[src/rtl/ps2_key_mapper.sv]
// rtl/ps2_key_mapper.sv - PS/2 set-2 receiver and scan-code decoder driving ten held-key outputs
module ps2_key_mapper #(
  parameter int FILTER_LEN = 8,
  parameter int TIMEOUT    = 50000
) (
  input  logic       clk,
  input  logic       rst_n,
  input  logic       i_ps2_clk,
  input  logic       i_ps2_dat,
  output logic       o_p1_up,
  output logic       o_p1_down,
  output logic       o_p1_left,
  output logic       o_p1_right,
  output logic       o_p1_fire,
  output logic       o_p2_up,
  output logic       o_p2_down,
  output logic       o_p2_left,
  output logic       o_p2_right,
  output logic       o_p2_fire,
  output logic [7:0] o_scan_code,
  output logic       o_scan_valid,
  output logic       o_frame_err
);
  localparam int FW = $clog2(FILTER_LEN);
  localparam int TW = $clog2(TIMEOUT + 1);

  typedef enum logic [1:0] {IDLE, DATA, PARITY, STOP} state_t;

  logic          clk_meta_q, clk_meta_d, clk_sync_q, clk_sync_d;
  logic          dat_meta_q, dat_meta_d, dat_sync_q, dat_sync_d;
  logic          filt_q, filt_d;
  logic [FW-1:0] fcnt_q, fcnt_d;
  state_t        state_q, state_d;
  logic [2:0]    bitcnt_q, bitcnt_d;
  logic [7:0]    shift_q, shift_d;
  logic          par_q, par_d;
  logic [TW-1:0] tcnt_q, tcnt_d;
  logic          ext_q, ext_d, brk_q, brk_d;
  logic [9:0]    keys_q, keys_d;
  logic [7:0]    code_q, code_d;
  logic          valid_q, valid_d, err_q, err_d;
  logic          strobe;
  logic [9:0]    key_mask;

  always_comb begin
    clk_meta_d = i_ps2_clk;
    clk_sync_d = clk_meta_q;
    dat_meta_d = i_ps2_dat;
    dat_sync_d = dat_meta_q;
    filt_d     = filt_q;
    fcnt_d     = fcnt_q;
    state_d    = state_q;
    bitcnt_d   = bitcnt_q;
    shift_d    = shift_q;
    par_d      = par_q;
    tcnt_d     = tcnt_q;
    ext_d      = ext_q;
    brk_d      = brk_q;
    keys_d     = keys_q;
    code_d     = code_q;
    valid_d    = 1'b0;
    err_d      = 1'b0;
    key_mask   = '0;

    // Filtered clock flips only after FILTER_LEN consecutive samples disagree with it.
    if (clk_sync_q == filt_q) begin
      fcnt_d = '0;
    end else if (fcnt_q == FW'(FILTER_LEN - 1)) begin
      filt_d = ~filt_q;
      fcnt_d = '0;
    end else begin
      fcnt_d = fcnt_q + FW'(1);
    end
    strobe = filt_q & ~filt_d;

    case (state_q)
      IDLE: begin
        tcnt_d = '0;
        if (strobe && !dat_sync_q) begin
          state_d  = DATA;
          bitcnt_d = '0;
        end
      end
      DATA: begin
        if (strobe) begin
          shift_d  = {dat_sync_q, shift_q[7:1]};
          bitcnt_d = bitcnt_q + 3'd1;
          if (bitcnt_q == 3'd7) state_d = PARITY;
        end
      end
      PARITY: begin
        if (strobe) begin
          par_d   = dat_sync_q;
          state_d = STOP;
        end
      end
      STOP: begin
        if (strobe) begin
          state_d = IDLE;
          if ((^{shift_q, par_q}) && dat_sync_q) begin
            valid_d = 1'b1;
            code_d  = shift_q;
            if (shift_q == 8'hE0) begin
              ext_d = 1'b1;
            end else if (shift_q == 8'hF0) begin
              brk_d = 1'b1;
            end else begin
              case ({ext_q, shift_q})
                9'h01D: key_mask = 10'b00000_00001;
                9'h01B: key_mask = 10'b00000_00010;
                9'h01C: key_mask = 10'b00000_00100;
                9'h023: key_mask = 10'b00000_01000;
                9'h029: key_mask = 10'b00000_10000;
                9'h05A: key_mask = 10'b10000_00000;
                9'h175: key_mask = 10'b00001_00000;
                9'h172: key_mask = 10'b00010_00000;
                9'h16B: key_mask = 10'b00100_00000;
                9'h174: key_mask = 10'b01000_00000;
                9'h15A: key_mask = 10'b10000_00000;
                default: key_mask = '0;
              endcase
              keys_d = brk_q ? (keys_q & ~key_mask) : (keys_q | key_mask);
              ext_d  = 1'b0;
              brk_d  = 1'b0;
            end
          end else begin
            err_d = 1'b1;
          end
        end
      end
      default: state_d = IDLE;
    endcase

    // Mid-frame watchdog; prefix flags deliberately survive an abort.
    if (state_q != IDLE) begin
      if (strobe) begin
        tcnt_d = '0;
      end else if (tcnt_q == TW'(TIMEOUT - 1)) begin
        state_d = IDLE;
        err_d   = 1'b1;
        tcnt_d  = '0;
      end else begin
        tcnt_d = tcnt_q + TW'(1);
      end
    end
  end

  always_ff @(posedge clk or negedge rst_n) begin
    if (!rst_n) begin
      clk_meta_q <= 1'b1;
      clk_sync_q <= 1'b1;
      dat_meta_q <= 1'b1;
      dat_sync_q <= 1'b1;
      filt_q     <= 1'b1;
      fcnt_q     <= '0;
      state_q    <= IDLE;
      bitcnt_q   <= '0;
      shift_q    <= '0;
      par_q      <= 1'b0;
      tcnt_q     <= '0;
      ext_q      <= 1'b0;
      brk_q      <= 1'b0;
      keys_q     <= '0;
      code_q     <= '0;
      valid_q    <= 1'b0;
      err_q      <= 1'b0;
    end else begin
      clk_meta_q <= clk_meta_d;
      clk_sync_q <= clk_sync_d;
      dat_meta_q <= dat_meta_d;
      dat_sync_q <= dat_sync_d;
      filt_q     <= filt_d;
      fcnt_q     <= fcnt_d;
      state_q    <= state_d;
      bitcnt_q   <= bitcnt_d;
      shift_q    <= shift_d;
      par_q      <= par_d;
      tcnt_q     <= tcnt_d;
      ext_q      <= ext_d;
      brk_q      <= brk_d;
      keys_q     <= keys_d;
      code_q     <= code_d;
      valid_q    <= valid_d;
      err_q      <= err_d;
    end
  end

  assign {o_p2_fire, o_p2_right, o_p2_left, o_p2_down, o_p2_up,
          o_p1_fire, o_p1_right, o_p1_left, o_p1_down, o_p1_up} = keys_q;
  assign o_scan_code  = code_q;
  assign o_scan_valid = valid_q;
  assign o_frame_err  = err_q;
endmodule

[config.mk]
export PLATFORM = sky130hd
export DESIGN_NAME = ps2_key_mapper
export DESIGN_NICKNAME = d
export VERILOG_FILES = /design/src/rtl/ps2_key_mapper.sv
export SDC_FILE = /design/constraint.sdc
export NUM_CORES = 1
export LEC_CHECK = 0
export BUFFER_PORTS_ARGS = -buffer_cell sky130_fd_sc_hd__buf_4
export CAP_MARGIN = 10
export CORE_ASPECT_RATIO = 2
export CORE_MARGIN = 2
export CORE_UTILIZATION = 40
export CTS_BUF_LIST = sky130_fd_sc_hd__clkbuf_8
export CTS_CLUSTER_DIAMETER = 200
export CTS_CLUSTER_SIZE = 25
export DETAILED_ROUTE_END_ITERATION = 16
export GPL_TIMING_DRIVEN = 0
export PLACE_DENSITY = 0.65
export SETUP_SLACK_MARGIN = 0.05
export SLEW_MARGIN = 20
export SYNTH_ARGS = -nofsm -noshare
export SYNTH_HDL_FRONTEND = slang
export SYNTH_SLANG_ARGS = --single-unit
[constraint.sdc]
create_clock -name clk -period 6.97 [get_ports clk]
set_input_delay 0.3485 -clock clk [delete_from_list [all_inputs] [get_ports clk]]
set_output_delay 0.3485 -clock clk [all_outputs]
set_load 0.02 [all_outputs]
# Yosys cells after proc, flatten, opt, wreduce, memory -nomap -nowiden
# Index checks and enable logic that the tools add are counted.
# totals
register_bits,60
latchBits,0
ramBits,0
mem_bits_ro,0
inputBits,4
out_inout_bits,20
elab_cells,106
memories,0
# classes
addsub,3
mul,0
n_div,0
order_cmp,0
n_eq_ne,23
n_shift,0
muxes,39
n_bitwise,8
reduce_logical,16
# ops
cell,n
$pmux W10 S10,1
$mux W16,4
$mux W10,6
$eq A9 B9 Y1 const B,5
$eq A9 B5 Y1 const B,3
$eq A9 B6 Y1 const B,2
$add A16 B1 Y16 const B,1
$eq A16 B16 Y1 const B,1
$eq A8 B8 Y1 const B,2
$mux W2,8
$mux W1,14
$mux W3,4
$and A10 B10 Y10,1
$not A10 Y10,1
$or A10 B10 Y10,1
$eq A9 B7 Y1 const B,1
$reduce_xor A9 Y1,1
$pmux W2 S4,1
$reduce_and A4 Y1,2
$add A3 B1 Y3 const B,2
$eq A3 B3 Y1 const B,2
$ne A2 B2 Y1 const B,3
$pmux W3 S2,1
$reduce_and A3 Y1,2
12 further kinds,20

# Longest topological paths before layout
# Gate-level depths: netlist of run 1.
# depth
ltp_word,11
depth_mapped,8
depth_no_buf,7

# Worst setup path after synthesis of run 1
# Ideal clock, no wire load.
# synth_timing
kind,flip-flop to flip-flop
start,reg shift_q[5]
end,"reg code_q[2], in the netlist o_scan_code[2]"
setup_ns,0.125
arrival_time_ns,2.135
t_required_ns,6.845
setup_slack_ns,4.710
path_stages_with_launch,7
n_path_buf,2
period_less_slack_ns,2.260
cell_sequence,dfrtp_1 buf_2 xnor3_1 xnor3_2 mux2i_2 buf_6 mux2_4
# synth_between
elab_chain_cells,3
# synth_lines
element,line_no,rtl
"start, declared",35,"logic [7:0] shift_q, shift_d;"
"start signal, assigned",176,shift_q <= shift_d;
$reduce_xor A9 Y1,100,"if ((^{shift_q, par_q}) && dat_sync_q) begin"
$logic_and A1 B1 Y1,100,
$reduce_and A3 Y1 (no line),n/a,
"end signal, assigned",182,code_q <= code_d;
"end, declared",40,"logic [7:0] code_q, code_d;"
# No other way between the ends.
# A chain may end at the register's enable or synchronous reset.

# Worst setup path in the final report of run 1
# layout_timing
start,reg shift_q[2]
end,"reg code_q[6], in the netlist o_scan_code[6]"
# The elaborated chain is that of the path after synthesis.

==> implementation parameters, run 1 <==
Parameter                              Value

Synthesis
  Share of synthesized area occupied by flip-flops and latches ... 53.4%
  Distinct cell type count of the synthesized netlist ... 44
  Predominant post-synthesis flop cell ... sky130_fd_sc_hd__dfrtp_1
  Flop and latch count out of synthesis ... 60
  Post-synth ARST share ... 100%
  Synth warnings ... 0
  Area of the mapped netlist ... 0.00282 mm^2
  Number of synthesized flops with an enable pin ... 0
  Syn_nets ... 266
  Cell count after synthesis ... 257
  Mean area per synthesized cell ... 11.0 um^2

Power
  Net Sw Power ... 157 uW
  Power density over the cells ... 221 mW/mm^2
  Portion of total power attributed to sequential cells ... 49.7%
  Clock power share ... 47.0%
  Maximum VDD drop ... 0.115 mV
  Internal power contribution ... 582 uW
  Sw Ratio ... 21.2%
  Lkg Pwr ... 0.00149 uW
  Power share of the combinational group ... 3.3%

Die
  Top-level I/O count ... 24
  Initial standard-cell utilization of the core ... 41.0%
  Die span in y ... 123 um
  Area enclosed by the die boundary ... 0.00779 mm^2
  Floorplan core area ... 0.00689 mm^2
  Horizontal extent of the die ... 63.4 um
  Cell Rows ... 43

Timing
  Final TNS setup ... 0 ns
  Final-report hold violation count ... 0
  Max transition margin ... 50.5%
  Ratio of final minimum period to clock period ... 38.1%
  Transition time of the tightest slew-check pin ... 0.743 ns
  F_max ... 377 MHz
  Setup repair after global routing missed its margin ... false
  Minimum clock period after layout ... 2.65 ns
  Number of setup violations in the final report ... 0
  Count of final max-slew check failures ... 0
  Clock tree skew after final layout ... 0.00906 ns

Clock tree
  TritonCTS clock tree ... built
  Number of buffers created by CTS ... 9
  Sinks on the clock net ... 60
  Later-pin clock latency in the skew report ... 0.33 ns
  Clock root buffer ... sky130_fd_sc_hd__clkbuf_8
  Quantity of hold-fixing buffers added after cts ... 0
  Clock edge transition at the registers on the reported setup and hold paths ... 0.07 ns
  Setup Fix Bufs, Post-CTS ... 0
  Post_cts resized ... 0
  Depth of the CTS H-tree ... 3
  Buffer levels on the longest clock path ... 2

Cells and area
  Total number of nets in the final design ... 300
  Commonest cells after routing, fill and taps aside ... sky130_fd_sc_hd__dfrtp_1, sky130_fd_sc_hd__buf_4, sky130_fd_sc_hd__nor2_1
  Count of non-filler cells in the finished layout ... 386
  Area added between synthesis and finish ... 18.1%
  Number of inserted filler cells in the final layout ... 675
  Total inserted antenna cells ... 0
  Area used by sequential logic in the layout ... 0.00151 mm^2
  Area occupied by multi-input gates ... 0.00121 mm^2
  Share of the core filled with cells in the final layout ... 48.4%
  Most frequent standard cell in the layout excluding fill and tap cells ... sky130_fd_sc_hd__dfrtp_1
  Ratio of cells with drive above 1 in the final layout ... 21.3%

Global route
  Antenna violations before repair ... 0
  Wire length of the first global-routing pass ... 9510 um
  Vias in the first global route ... 2027
  Total overflow reported by the global router ... 0
  Pin count of the biggest net entering global routing ... 61
  Global Route Usage Sum ... 16.1%

Detailed routing
  Total Routed Length ... 5550 um
  ANT nets after route ... 0
  Post-detailed-route wirelength per cell ... 14.4 um
  Detailed-route DRC error count ... 0
  Vias ... 2004
  DR vias/cell ... 5.19
  Number of DRC violations after detailed-routing iteration 0 ... 90
  First-pass iteration count of the detailed router ... 5

Setup path
  Sort of element at the start of the critical path ... flop
  Worst reg-to-reg path cell count ... 5
  Highest cell delay on the worst timing path ... 0.55 ns
  Max stage delay cell, worst path ... sky130_fd_sc_hd__xnor3_2
  Crit end category ... flop
  Worst R2R End ... o_scan_code[6]$_DFFE_PN0P_
  Critical path origin ... shift_q[2]$_DFFE_PN0P_
  Required time of the worst setup path ... 7.19 ns
  Biggest fanout along the worst timing path ... 10
  Critical path destination ... o_scan_code[6]$_DFFE_PN0P_
  Critical-path cell list ... xnor3_1, xnor3_2, mux2i_2, buf_6, mux2_4
  Crit path arrival time ... 2.87 ns
  Worst Setup Path Type ... flop to flop
  Reg2Reg Launch Point ... shift_q[2]$_DFFE_PN0P_
  Minimum setup slack among reg-to-reg paths ... 4.32 ns

Run status
  Status ... completed

Run
  # Max-Cap Violations ... 0

Place
  Estimated wirelength of the detail-placed design ... 3980 um
  Placed insts ... 370
  Final RePlAce weighted congestion ... 0.900
  Count of port buffers added during placement ... 23

Worst hold path
  Hold WC Path Type ... input pin to asynchronous set/reset pin
## metal layers
metal	vias to the layer above	track usage [%]	share of wire (%)
met5	-	0	0
met2	46	29.3	56
met4	0	10.6	3.7
li1	965	-	-
met3	20	3.57	3.0
met1	973	15.9	37
## how the worst min path moves through the flow
stage                                    start  cells past startpoint  slack (ns)                    endpoint
after floorplan                          rst_n                      0        0.05     bitcnt_q[0]$_DFFE_PN0P_
final                                    rst_n                      1        0.08      o_scan_valid$_DFF_PN0_
after global routing                 i_ps2_dat                      1        0.09        dat_meta_q$_DFF_PN1_
after detailed placement  clk_meta_q$_DFF_PN1_                      0        0.35        clk_sync_q$_DFF_PN1_
after CTS                                rst_n                      1        0.09  o_scan_code[2]$_DFFE_PN0P_
after global placement    clk_meta_q$_DFF_PN1_                      0        0.35        clk_sync_q$_DFF_PN1_
## metrics by stage
| stage | instance area, um^2 | hold slack [ns] | power [uW] | setup slack [ns] |
|---|---|---|---|---|
| floorplan | 2820 | 0.0529 | 386 | 4.71 |
| global placement | 3110 | 0.347 | 398 | 4.34 |
| detailed placement | 3110 | 0.348 | 399 | 4.34 |
| CTS | 3330 | 0.0927 | 752 | 4.33 |
| global route | 3330 | 0.0935 | 773 | 4.26 |
| finish | 3330 | 0.0803 | 738 | 4.32 |
## synth_stat cells, drive strengths merged, types with 7 or more instances
library cell	count	share of area (%)
nor2	21	2.8
o21ai	17	3.0
mux2i	7	2.6
dfrtp	55	49
inv	14	1.9
nand4	8	1.8
xnor2	12	3.7
clkbuf	8	1.1
nand3	8	1.4
mux2	12	5.3
nor3	7	1.2
nand2	18	2.4
## registers in the layout, summed over array words and instances (netlist names)
register	cells
bitcnt_q	3
brk_q	1
clk_meta_q	1
clk_sync_q	1
dat_meta_q	1
dat_sync_q	1
ext_q	1
fcnt_q	3
filt_q	1
keys_q	10
o_frame_err	1
o_scan_code	8
o_scan_valid	1
par_q	1
shift_q	8
state_q	2
tcnt_q	16
## power by group through the flow
stage,clock network (uW),logic [uW],registers (uW)
global route,376,29.7,368
CTS,359,25.6,367
detailed placement,0,25.0,374
global placement,0,24.6,373
finish,347,24.4,367
floorplan,0,13.8,372
## final cells by class
cell class	count	area share, %
timing repair buffer	23	5.18
buffer	12	1.65
clock inverter	6	2.63
inverter	14	1.58
clock buffer	10	4.13
multi-input combinational	171	36.2
sequential	60	45.2
tap	90	3.38
## kinds of logic (layout without fill, tap and decap cells)
family                     Yosys count  in the layout  synth area share, %
and+or+nand+nor                     92             92                 17.7
DFF                                 60             60                 53.4
adders and majority gates            5              5                 2.22
muxes                               19             19                 7.93
xor gates and xnor gates            20             20                 7.22
buffers and inverters               26             65                 3.81
AOI/OAI and AO/OA                   35             35                 7.71
## worst max-delay path, delay by kind of cell, from the launching register on
family	cells	cell delay, ns
multiplexers	2	0.73
flip-flops	1	0.52
buffers and inverters	1	0.21
XOR/XNOR	2	1.07
(Power assumes the default switching activity.)
==> run 2: changes to the inputs <==
--- a/config.mk
+++ b/config.mk
@@ -5,6 +5,7 @@
 export SDC_FILE = /design/constraint.sdc
 export NUM_CORES = 1
 export LEC_CHECK = 0
+export ABC_AREA = 1
 export BUFFER_PORTS_ARGS = -buffer_cell sky130_fd_sc_hd__buf_4
 export CAP_MARGIN = 10
 export CORE_ASPECT_RATIO = 2
==> constraint.sdc (replaced) <==
create_clock -name clk -period 2.6 [get_ports clk]
set_input_delay 0.13 -clock clk [delete_from_list [all_inputs] [get_ports clk]]
set_output_delay 0.13 -clock clk [all_outputs]
set_load 0.02 [all_outputs]
==> run 2 against run 1 <==
Compared with the run above:
- clock power rose to 3.0 times the previous value
- non-clock buffer count unchanged
- routed wire length up 21%
- combinational power increased to 3.2 times the previous value
- clock skew is 0.0032 ns lower
- synthesized area grew 5.1%
- global-route usage increased by 2.4 points
- power increased to 2.9 times the previous value
- synthesized cell count up 40%
- critical path depth increased by 5
==> implementation parameters, run 2 <==
Parameter                              Value

Die
  Cell Rows ... 44
  Horizontal extent of the die ... 64.9 um
  Area enclosed by the die boundary ... 0.00817 mm^2
  Initial standard-cell utilization of the core ... 41.2%
  Top-level I/O count ... 24
  Floorplan core area ... 0.00721 mm^2
  Die span in y ... 126 um

Setup path
  Worst Setup Path Type ... flop to flop
  Max stage delay cell, worst path ... sky130_fd_sc_hd__dfrtp_1
  Critical path origin ... fcnt_q[0]$_DFF_PN0_
  Worst reg-to-reg path cell count ... 10
  Crit path arrival time ... 2.48 ns
  Minimum setup slack among reg-to-reg paths ... 0.31 ns
  Worst R2R End ... brk_q$_DFFE_PN0P_
  Critical path depth in cells ... 10
  Critical-path cell list ... ha_1, ha_1, nand2_1, nand3_2, nor2_1, clkinv_1, nor2_4, nand2_1, nor2_1, a21oi_1
  Highest cell delay on the worst timing path ... 0.38 ns
  Bufs and invs on worst path ... 1
  Critical path destination ... brk_q$_DFFE_PN0P_
  Delay-heaviest family, CP ... simple AND/OR/NAND/NOR gates
  Biggest fanout along the worst timing path ... 7
  Required time of the worst setup path ... 2.79 ns
  Crit end category ... flop
  Reg2Reg Launch Point ... fcnt_q[0]$_DFF_PN0_
  Sort of element at the start of the critical path ... flop

Timing
  Final TNS setup ... 0 ns
  Worst setup margin ... 0.308 ns
  Ratio of final minimum period to clock period ... 88.2%
  F_max ... 436 MHz
  Count of final max-slew check failures ... 0
  Number of setup violations in the final report ... 0
  Minimum clock period after layout ... 2.29 ns
  Clock tree skew after final layout ... 0.00590 ns
  Setup repair after global routing missed its margin ... false
  Final-report hold violation count ... 0
  Transition time of the tightest slew-check pin ... 0.761 ns
  Max transition margin ... 49.2%

Synthesis
  Mean area per synthesized cell ... 8.27 um^2
  Syn_nets ... 368
  Cell count after synthesis ... 359
  Library cell with the largest summed area after synthesis ... sky130_fd_sc_hd__dfrtp_1
  Distinct cell type count of the synthesized netlist ... 34
  Commonest cells post-synth ... sky130_fd_sc_hd__nand2_1, sky130_fd_sc_hd__dfrtp_1, sky130_fd_sc_hd__inv_1, sky130_fd_sc_hd__nor2_1, sky130_fd_sc_hd__nand4_1
  Area of the mapped netlist ... 0.00297 mm^2
  Post-synth ARST share ... 100%
  Predominant post-synthesis flop cell ... sky130_fd_sc_hd__dfrtp_1
  Synth warnings ... 0
  Most frequently used cell type in the post-synthesis netlist ... sky130_fd_sc_hd__nand2_1
  Flop and latch count out of synthesis ... 60
  Share of synthesized area occupied by flip-flops and latches ... 50.8%
  Main area contributors after synthesis ... sky130_fd_sc_hd__dfrtp_1, sky130_fd_sc_hd__nand2_1, sky130_fd_sc_hd__inv_1
  Number of synthesized flops with an enable pin ... 0
  Fraction of post-synthesis cell area in the top cell type by area ... 46.4%

Global route
  Total overflow reported by the global router ... 0
  Pin count of the biggest net entering global routing ... 61
  Global Route Usage Sum ... 18.5%
  Antenna violations before repair ... 0
  Vias in the first global route ... 2511
  Wire length of the first global-routing pass ... 11300 um

Clock tree
  Depth of the CTS H-tree ... 3
  Later-pin clock latency in the skew report ... 0.35 ns
  Buffer levels on the longest clock path ... 2
  Number of buffers created by CTS ... 9
  Quantity of hold-fixing buffers added after cts ... 3
  Clock root buffer ... sky130_fd_sc_hd__clkbuf_8
  Post_cts resized ... 0
  Sinks on the clock net ... 60
  Setup Fix Bufs, Post-CTS ... 0
  Clock edge transition at the registers on the reported setup and hold paths ... 0.07 ns
  TritonCTS clock tree ... built

Place
  Final RePlAce weighted congestion ... 0.915
  Placed insts ... 474
  Cell Area, Placed ... 0.00326 mm^2
  Estimated wirelength of the detail-placed design ... 5050 um
  Count of port buffers added during placement ... 23
  Pre-CTS WS ... 0.325 ns

Power
  Lkg Pwr ... 0.00165 uW
  Power density over the cells ... 598 mW/mm^2
  Power consumption ... 2120 uW
  Maximum VDD drop ... 0.404 mV

Detailed routing
  Number of DRC violations after detailed-routing iteration 0 ... 92
  Total Routed Length ... 6700 um
  DR vias/cell ... 5.02
  ANT nets after route ... 0
  Vias ... 2477
  Detailed-route DRC error count ... 0
  First-pass iteration count of the detailed router ... 4
  Post-detailed-route wirelength per cell ... 13.6 um

Cells and area
  Max FFs per register ... 16
  Register ranked first by flip-flop count ... tcnt_q
  Total inserted antenna cells ... 0
  Area added between synthesis and finish ... 19.1%
  Area of all placed cells without fillers ... 0.00354 mm^2
  Ratio of cells with drive above 1 in the final layout ... 16.7%
  Count of non-filler cells in the finished layout ... 493
  Number of inserted filler cells in the final layout ... 717
  Area occupied by multi-input gates ... 0.00123 mm^2
  Commonest cells after routing, fill and taps aside ... sky130_fd_sc_hd__nand2_1, sky130_fd_sc_hd__dfrtp_1, sky130_fd_sc_hd__inv_1
  Top flop regs ... tcnt_q (16), keys_q (10)
  Area used by sequential logic in the layout ... 0.00151 mm^2
  Most frequent standard cell in the layout excluding fill and tap cells ... sky130_fd_sc_hd__nand2_1
  Total number of nets in the final design ... 405

Worst hold path
  Hold Path Cell Cnt ... 0
  Hold WC Path Type ... flop to flop

Run status
  Status ... completed

Run
  # Max-Cap Violations ... 0
[run 2: cell count changes after synthesis, moves of 8 or more]
cell                      change
sky130_fd_sc_hd__nor2_1      +13
sky130_fd_sc_hd__mux2_2       -8
sky130_fd_sc_hd__xnor2_1      -9
sky130_fd_sc_hd__nor4_1       +8
sky130_fd_sc_hd__o21ai_1     +10
sky130_fd_sc_hd__nand4_1     +16
sky130_fd_sc_hd__inv_1       +27
sky130_fd_sc_hd__nand2_1     +71
[run 2: final cells by class]
type	count	area share [%]
well taps	92	3.26
multi-input cells	242	34.9
inverters	48	5.10
repair buffers	26	5.73
flip-flops and latches	60	42.6
clock inverters	5	2.80
clock buffers	11	4.28
plain buffers	9	1.31
[run 2: stage by stage]
step                hold slack (ns)  utilization (%)
CTS                           0.357             49.0
floorplan                    -0.166                -
global placement              0.238             45.1
finish                        0.356             49.0
detailed placement            0.239             45.1
global route                  0.364             49.0
[run 2: how the worst min path moves through the flow]
stage                         startpoint                      end  slack (ns)
floorplan                          rst_n  bitcnt_q[0]$_DFFE_PN0P_       -0.17
global placement               i_ps2_clk     clk_meta_q$_DFF_PN1_        0.24
detailed placement             i_ps2_clk     clk_meta_q$_DFF_PN1_        0.24
CTS                 dat_meta_q$_DFF_PN1_     dat_sync_q$_DFF_PN1_        0.36
global route        clk_meta_q$_DFF_PN1_     clk_sync_q$_DFF_PN1_        0.36
finish              dat_meta_q$_DFF_PN1_     dat_sync_q$_DFF_PN1_        0.36
[run 2: metal layers]
metal / wire length, um / track usage (%)
met3: 222 / 4.55
met4: 285 / 11.4
met5: 0 / 0
met1: 2310 / 16.7
met2: 3880 / 34.9
[run 2: logic make-up after synthesis]
kind of cell,synth area share (%)
simple gates,31.3
flops,50.8
buf+inv,7.63
compound gates,7.25
fa+ha+maj,2.11
xor+xnor,0.885
[run 2: power breakdown]
part | switching [uW] | total (uW) | leakage, uW | internal, uW
sequential | 18.6 | 989 | 0.000819 | 970
clock | 366 | 1050 | 0.000131 | 684
combinational | 48.8 | 78.1 | 0.000701 | 29.3
==> run 3: changes to the inputs <==
--- a/config.mk
+++ b/config.mk
@@ -10,13 +10,13 @@
 export CAP_MARGIN = 10
 export CORE_ASPECT_RATIO = 2
 export CORE_MARGIN = 2
-export CORE_UTILIZATION = 40
-export CTS_BUF_LIST = sky130_fd_sc_hd__clkbuf_8
+export CORE_UTILIZATION = 60
+export CTS_BUF_LIST = sky130_fd_sc_hd__clkbuf_4 sky130_fd_sc_hd__clkbuf_8
 export CTS_CLUSTER_DIAMETER = 200
 export CTS_CLUSTER_SIZE = 25
 export DETAILED_ROUTE_END_ITERATION = 16
 export GPL_TIMING_DRIVEN = 0
-export PLACE_DENSITY = 0.65
+export PLACE_DENSITY = 0.88
 export SETUP_SLACK_MARGIN = 0.05
 export SLEW_MARGIN = 20
 export SYNTH_ARGS = -nofsm -noshare
==> run 3 against run 2 <==
Compared with the run above:
- power is 14% lower
- combinational power is 2% lower
- clock skew is 0.0028 ns higher
- die area is 32% lower
- global-route usage is 8.1 points higher
- routed wire length is 6.5% lower
- sequential power hardly changed
- first-iteration DRC count is 23% lower
- cell area is 3.3% lower
- register-to-register slack better by 0.06 ns
- count of clock-buffer cells in the layout is 1 lower
- critical endpoint is now keys_q[3]$_DFFE_PN0P_
- largest cell class unchanged
==> implementation parameters, run 3 (same netlist as run 2, synthesis figures left out) <==
Parameter                              Value

Cells and area
  Area used by sequential logic in the layout ... 0.00151 mm^2
  Most frequent standard cell in the layout excluding fill and tap cells ... sky130_fd_sc_hd__nand2_1
  Count of non-filler cells in the finished layout ... 458
  Total number of nets in the final design ... 405
  Commonest cells after routing, fill and taps aside ... sky130_fd_sc_hd__nand2_1, sky130_fd_sc_hd__dfrtp_1, sky130_fd_sc_hd__inv_1
  Area occupied by multi-input gates ... 0.00123 mm^2
  Share of the core filled with cells in the final layout ... 71.0%
  Top flop regs ... tcnt_q (16), keys_q (10)
  Register ranked first by flip-flop count ... tcnt_q
  Number of inserted filler cells in the final layout ... 379
  Total inserted antenna cells ... 0
  Max FFs per register ... 16
  Ratio of cells with drive above 1 in the final layout ... 17.0%
  Area added between synthesis and finish ... 15.2%

Setup path
  Critical-path cell list ... ha_1, ha_1, nand2_1, nand3_2, nor2_1, clkinv_1, nor2_4, buf_6, nand4_1, nand2_1, nand2_1
  Highest cell delay on the worst timing path ... 0.39 ns
  Minimum setup slack among reg-to-reg paths ... 0.37 ns
  Max stage delay cell, worst path ... sky130_fd_sc_hd__dfrtp_1
  Crit path arrival time ... 2.46 ns
  Biggest fanout along the worst timing path ... 10
  Worst reg-to-reg path cell count ... 11
  Crit end category ... flop
  Reg2Reg Launch Point ... fcnt_q[0]$_DFF_PN0_
  Worst R2R End ... keys_q[3]$_DFFE_PN0P_
  Required time of the worst setup path ... 2.84 ns
  Sort of element at the start of the critical path ... flop
  Worst Setup Path Type ... flop to flop
  Most prevalent standard cell on the critical path ... sky130_fd_sc_hd__nand2_1

Global route
  Antenna violations before repair ... 0
  Total overflow reported by the global router ... 0
  Met3 track demand over resource in global routing ... 5.03%
  Vias in the first global route ... 2478
  Wire length of the first global-routing pass ... 10700 um
  Pin count of the biggest net entering global routing ... 61
  Met2 Track Usage GR ... 46.9%
  Grt met1 use ... 26.1%
  Global Route Usage Sum ... 26.6%
  Highest-utilization routing layer at the global route stage ... met2

Clock tree
  Later-pin clock latency in the skew report ... 0.35 ns
  Buffer levels on the longest clock path ... 2
  Depth of the CTS H-tree ... 3
  Clock edge transition at the registers on the reported setup and hold paths ... 0.07 ns
  Quantity of hold-fixing buffers added after cts ... 3
  Number of buffers created by CTS ... 9
  TritonCTS clock tree ... built
  Post_cts resized ... 0
  Sinks on the clock net ... 60
  Clock root buffer ... sky130_fd_sc_hd__clkbuf_8
  Setup Fix Bufs, Post-CTS ... 0

Timing
  Clock tree skew after final layout ... 0.00874 ns
  Ratio of final minimum period to clock period ... 85.7%
  Max transition margin ... 51.0%
  Count of final max-slew check failures ... 0
  F_max ... 449 MHz
  Transition time of the tightest slew-check pin ... 0.735 ns
  Setup repair after global routing missed its margin ... false
  Minimum clock period after layout ... 2.23 ns
  Final TNS setup ... 0 ns
  Worst setup margin ... 0.372 ns
  Number of setup violations in the final report ... 0
  Final-report hold violation count ... 0

Place
  Estimated wirelength of the detail-placed design ... 4720 um
  Final RePlAce weighted congestion ... 0.897
  Count of port buffers added during placement ... 23
  Pre-CTS WS ... 0.370 ns
  Placed insts ... 439

Worst hold path
  Hold Crit Endpoint ... clk_sync_q$_DFF_PN1_
  Hold Path Cell Cnt ... 0
  Startpoint of the most critical hold path ... clk_meta_q$_DFF_PN1_
  Hold WC Path Type ... flop to flop

Power
  Maximum VDD drop ... 0.539 mV
  Lkg Pwr ... 0.00160 uW
  Power density over the cells ... 530 mW/mm^2

Detailed routing
  Total Routed Length ... 6270 um
  Detailed-route DRC error count ... 0
  First-pass iteration count of the detailed router ... 5
  Vias ... 2541
  ANT nets after route ... 0
  Post-detailed-route wirelength per cell ... 13.7 um
  Number of DRC violations after detailed-routing iteration 0 ... 71
  DR vias/cell ... 5.55

Run status
  Status ... completed

Die
  Top-level I/O count ... 24
  Area enclosed by the die boundary ... 0.00556 mm^2
  Initial standard-cell utilization of the core ... 61.6%
  Floorplan core area ... 0.00482 mm^2
  Die span in y ... 103 um
  Horizontal extent of the die ... 53.7 um
  Cell Rows ... 36

Run
  # Max-Cap Violations ... 0
-- run 3: stage by stage --
stage                     hold slack (ns)  area (um^2)  total power (uW)
final                               0.357         3420              1810
after CTS                           0.358         3420              1830
after global placement              0.237         3210              1080
after detailed placement            0.237         3210              1080
after global routing                0.361         3420              1880
after floorplan                    -0.166         2970              1050
-- run 3: worst max path at each step --
stage,endpoint,startpoint,cells after the start,slack (ns)
after floorplan,keys_q[8]$_DFFE_PN0P_,fcnt_q[0]$_DFF_PN0_,11,0.63
after global placement,keys_q[3]$_DFFE_PN0P_,fcnt_q[0]$_DFF_PN0_,11,0.43
after detailed placement,keys_q[3]$_DFFE_PN0P_,fcnt_q[0]$_DFF_PN0_,11,0.37
after CTS,keys_q[3]$_DFFE_PN0P_,fcnt_q[0]$_DFF_PN0_,11,0.37
after global routing,keys_q[3]$_DFFE_PN0P_,fcnt_q[0]$_DFF_PN0_,11,0.15
final,keys_q[3]$_DFFE_PN0P_,fcnt_q[0]$_DFF_PN0_,11,0.37
-- run 3: critical path, delay by kind of cell, from the launching register on --
kind                     cells  cell delay, ns
buffers and inverters        2            0.35
adder cells (fa/ha/maj)      2            0.43
flip-flops                   1            0.39
AND/OR/NAND/NOR              7            0.95
-- run 3: final cells by class --
class | count | area share (%)
clock buffer | 10 | 4.02
timing repair buffer | 26 | 5.93
clock inverter | 6 | 1.17
tap | 57 | 2.09
buffer | 9 | 1.35
inverter | 48 | 5.27
sequential | 60 | 44.1
multi-input combinational | 242 | 36.1
-- run 3: routing by layer --
layer / vias to the layer above / part of all wire [%]
li1: 1259 / -
met1: 1197 / 35
met2: 54 / 56
met3: 31 / 2.8
met4: 0 / 5.3
met5: - / 0
-- run 3: power breakdown --
group	leakage [uW]	switching, uW	internal, uW
combinational	0.000701	47.4	29.4
sequential	0.000819	19.3	970
clock	0.0000803	379	367
total	0.00160	446	1370
